### config.mk
export PLATFORM = sky130hd
export DESIGN_NAME = seg_conv_scheduler
export DESIGN_NICKNAME = d
export VERILOG_FILES = /design/src/rtl/seg_conv_scheduler.sv
export SDC_FILE = /design/constraint.sdc
export NUM_CORES = 1
export LEC_CHECK = 0
export ABC_AREA = 1
export CELL_PAD_IN_SITES_DETAIL_PLACEMENT = 0
export CELL_PAD_IN_SITES_GLOBAL_PLACEMENT = 2
export CORE_MARGIN = 2
export CORE_UTILIZATION = 27
export DETAILED_ROUTE_END_ITERATION = 10
export GPL_TIMING_DRIVEN = 1
export PLACE_DENSITY = 0.72
export RECOVER_POWER = 50
export SKIP_LAST_GASP = 1
export SYNTH_ARGS = -nofsm -noshare
export SYNTH_HDL_FRONTEND = slang
export SYNTH_SLANG_ARGS = --single-unit
### constraint.sdc
create_clock -name clock -period 2.46 [get_ports clock]
set_input_delay 0.492 -clock clock [delete_from_list [all_inputs] [get_ports clock]]
set_output_delay 0.492 -clock clock [all_outputs]
set_load 0.02 [all_outputs]
### src/rtl/seg_conv_scheduler.sv
// seg_conv_scheduler: round-robin scheduler sharing one binary-to-BCD converter among four
// display channels, storing each channel's digits for combinational readout.
module seg_conv_scheduler #(
    parameter int CONV_TIMEOUT = 16383
) (
    input  logic        clock,
    input  logic        reset_n,
    input  logic [3:0]  req,
    input  logic [55:0] value,
    output logic [3:0]  ack,
    output logic        conv_start,
    output logic [13:0] conv_number,
    input  logic        conv_done,
    input  logic [15:0] conv_digits,
    input  logic [1:0]  disp_sel,
    output logic [15:0] disp_digits,
    output logic        busy,
    output logic [3:0]  ovf,
    output logic        timeout_err
);
    localparam int CW = $clog2(CONV_TIMEOUT + 1);

    typedef enum logic [1:0] {IDLE, START, WAIT, STORE} state_t;

    state_t        state;
    logic [1:0]    last_grant;
    logic [1:0]    grant;
    logic [1:0]    pick;
    logic [1:0]    cand;
    logic [CW-1:0] wait_cnt;
    logic [13:0]   pick_value;
    logic          pick_ovf;
    logic [15:0]   result [4];

    // Nearest requester after last_grant wins; iterating farthest-first lets the nearest overwrite.
    always_comb begin
        pick = last_grant;
        cand = '0;
        for (int k = 4; k >= 1; k--) begin
            cand = last_grant + k[1:0];
            if (req[cand]) pick = cand;
        end
    end

    assign pick_value  = value[14*pick +: 14];
    assign pick_ovf    = pick_value > 14'd9999;
    assign disp_digits = result[disp_sel];
    assign busy        = state != IDLE;

    always_ff @(posedge clock or negedge reset_n) begin
        if (!reset_n) begin
            state       <= IDLE;
            last_grant  <= 2'd3;
            grant       <= 2'd0;
            wait_cnt    <= '0;
            conv_start  <= 1'b0;
            conv_number <= 14'd0;
            ack         <= 4'd0;
            ovf         <= 4'd0;
            timeout_err <= 1'b0;
            for (int i = 0; i < 4; i++) result[i] <= 16'h0000;
        end else begin
            conv_start <= 1'b0;
            ack        <= 4'd0;
            case (state)
                IDLE: if (|req) begin
                    grant       <= pick;
                    conv_number <= pick_ovf ? 14'd9999 : pick_value;
                    ovf[pick]   <= pick_ovf;
                    conv_start  <= 1'b1;
                    state       <= START;
                end
                START: begin
                    wait_cnt <= '0;
                    state    <= WAIT;
                end
                // First WAIT cycle ignores done so a level left high by the previous conversion is not taken.
                WAIT: if (wait_cnt != '0 && conv_done) begin
                    result[grant] <= conv_digits;
                    ack[grant]    <= 1'b1;
                    state         <= STORE;
                end else if (wait_cnt == CW'(CONV_TIMEOUT - 1)) begin
                    timeout_err <= 1'b1;
                    last_grant  <= grant;
                    state       <= IDLE;
                end else begin
                    wait_cnt <= wait_cnt + 1'b1;
                end
                STORE: begin
                    last_grant <= grant;
                    state      <= IDLE;
                end
                default: state <= IDLE;
            endcase
        end
    end
endmodule

==> qor.txt <==
Num ports - 122
Nets@finish - 933
Final Cycle Share - 101%
Vias per cell - 4.56
WL final - 16,000 um
Placed cell area - 7690 um2
IO Port Bufs - 121
Final Skew - 11.4 ps
Unique masters post-synth - 41
Max clock buf depth - 2
Largest net degree at the start of global routing - 49
Critical path fanouts, max - 8
Max H-tree Level - 3
Yosys warning count - 0
Rel. slew slack - 15.2%
Detailed placement HPWL - 11,500 um
Slew Limit Fails - 0
# setup viols final - 12
Violated checks - setup timing
Rows - 52
Peak VDD IR - 0.000887 V
WP data required - 2700 ps
Top cells by area, synth - dfrtp_1 47%, nand2_1 9.8%, mux2_2 9.6%
Ys flop type - dfrtp_1
Power per cell area - 1330 nW/um2
Clock Pin Slew Worst Setup and Hold Paths - 70 ps
Number of synthesized flops with an enable pin - 0
Worst Tran Pin Value - 1270 ps
Drt drc - 0
RSZ-0062 raised after global routing - true
Hold Fails Final Rpt - 0
Final antenna diode count - 0
CTS Buf Count - 9
Area grow syn2layout - 45.8%
Cells after synthesis - 657
CTS Sinks - 108
Internal Power - 6.43 mW
Pleak - 3.77 nW
Total core area - 20,400 um2
Post-Syn Area - 5650 um2
Crit path kind - input port to flip-flop
Cell Count, Final, Fillers Out - 1,124
CP cell instances - clkdlybuf4s50_1 > nand2_1 > nand2_1 > nand2_1 > nand2_1 > inv_1 > nand2_2 > nand2_2 > nand2_4 > nand2_8 > buf_4 > nand3_1 > nand2_1 > nor2_2 > nand2_1 > nor2_2 > nand2_2 > nand2_4 > nand2_8 > nand2_1 > nand2_1
Fin crit period - 2480 ps
Synth cell count leaders - 148 x nand2_1, 106 x dfrtp_1, 65 x a21oi_1
Vias in the first global route - 5,106
Synthesis-stage register bit count - 108
DR pass1 iterations - 4
Fin area - 8240 um2
WL per Instance - 14.2 um
Most common cell in the netlist - nand2_1
Max-cap violations - 0
Area leader, netlist - dfrtp_1
Psw - 4.56 mW
Seq. cell area - 2710 um2
WP data arrival - 2720 ps
Combinational share of power - 58.9%
DR vias - 5,131
Root Driver - clkbuf_16
Initial antenna violation count - 0
Seq/Total Area, Yosys - 47.8%
Final worst setup slack - -22.8 ps
Fillers - 2,039
Fmax - 403 MHz
Status - complete, but fails checks
Total grt overflow - 0
Mapped Nets - 741
Most used cell, CP - nand2_1
CTS tree - done
First-pass GRT wire length - 25,700 um
Tot GR Track Use - 14.6%
Async set-reset flop share out of synthesis - 100%
Slowest library cell on the worst path - clkdlybuf4s50_1
Share of cells above drive strength 1 - 27.4%
Initial Utilization - 27.8%
Sw Share - 41.5%
Multi-input gate area - 2740 um2
Clk_lat worst skew - 350 ps
Util after Layout - 40.5%
Synth top area share - 46.9%
Final ANT Viol Nets - 0
DR iter-0 viols - 241
Die height - 149 um
Routability cong. - 0.809
Worst setup SP type - input port
Worst Hold Class - input port to async pin
Crit-path max cell delay - 540 ps
Clk pwr share - 15.0%
Placed insts - 1,091
Crit. End Element - flip-flop
Die area - 22,100 um2
Flop pwr share - 26.1%
Avg Inst Size Synth - 8.61 um2
Die width - 149 um
## layout by cell type (no fill, tap or decap), drive strengths merged
cell type / count
nand2: 164
dfrtp: 106
clkdlybuf4s50: 95
buf: 91
a21oi: 72
inv: 68
nor2: 50
o21ai: 49
mux2: 48
nand3: 25
clkbuf: 17
nor3: 15
o22ai: 10
nand4: 9
dlygate4sd3: 7
nor4: 5
xor2: 4
ha: 3
o31ai: 2
bufinv: 2
dlymetal6s2s: 2
dfstp: 2
a22oi: 2
clkinvlp: 1
clkinv: 1
nand3b: 1
nor3b: 1
a31o: 1
clkdlybuf4s15: 1
## registers in the layout (all words and copies together), names as in the netlist
register / count
timeout_err: 1
result: 64
ovf: 4
conv_number: 14
last_grant: 2
grant: 2
wait_cnt: 14
conv_start: 1
ack: 4
state: 2
## metal layers
| metal | wire, um | vias up | track usage (%) |
|---|---|---|---|
| met5 | 0 | - | 0 |
| met4 | 218 | 0 | 4.86 |
| met3 | 1010 | 15 | 3.19 |
| met2 | 7500 | 140 | 23.9 |
| met1 | 7280 | 2419 | 19.1 |
| li1 | - | 2557 | - |
## timing repair
item,CTS,global route
pin swaps,0,17
cloned,1,2
setup endpoints to repair,33,48
gates resized for setup,64,56
buffers inserted,2,12
hold buffers,0,0
## cells by family (layout without fill, tap and decap cells)
group / Yosys count / count (layout) / share of synthesized area, %
adder cells (fa/ha/maj): 3 / 3 / 0.664
XOR/XNOR: 4 / 4 / 0.620
flip-flops: 108 / 108 / 47.8
multiplexers: 48 / 48 / 9.56
AO/OA/AOI/OAI: 136 / 136 / 13.1
buffers and inverters: 91 / 285 / 7.04
AND/OR/NAND/NOR: 267 / 270 / 21.2
## final cells by class
cell class | instances | share of cell area [%]
multi-input cells | 461 | 33.2
inverters | 65 | 3.11
well taps | 270 | 4.10
clock inverters | 7 | 1.35
flip-flops and latches | 108 | 32.8
repair buffers | 204 | 22.7
clock buffers | 9 | 2.73
## worst max-delay path: cells and delay by family
kind	cells	cell delay [ps]
simple gates	18	1500
buf+inv	3	720
## power groups by stage
stage	clock network (mW)	registers (mW)	logic, mW
floorplan	0	2.96	3.28
global placement	0	2.89	5.51
detailed placement	0	2.93	5.59
CTS	1.70	2.87	5.94
global route	1.76	2.95	7.13
finish	1.64	2.87	6.47
## worst paths after layout
kind | from | endpoint | slack (ps) | cells past startpoint
min reg2reg | timeout_err | timeout_err | 470 | 1
max reg2reg | last_grant[0] | conv_number[4] | -20 | 21
max in group asynchronous | reset_n | result[2] | 490 | 2
max | req[1] | conv_number[4] | -20 | 21
min | reset_n | wait_cnt[13] | 420 | 1
min in group clock | timeout_err | timeout_err | 470 | 1
## metrics by stage
step | hold WS (ps) | setup WS [ps] | total power, mW | TNS [ps]
floorplan | 196 | 144 | 6.24 | 0
global placement | 453 | -381 | 8.40 | -10980
detailed placement | 462 | -452 | 8.51 | -12380
CTS | 199 | -51.3 | 10.5 | -52.6
global route | 487 | -195 | 11.8 | -3220
finish | 416 | -22.8 | 11.0 | -142
(Power assumes the default switching activity.)
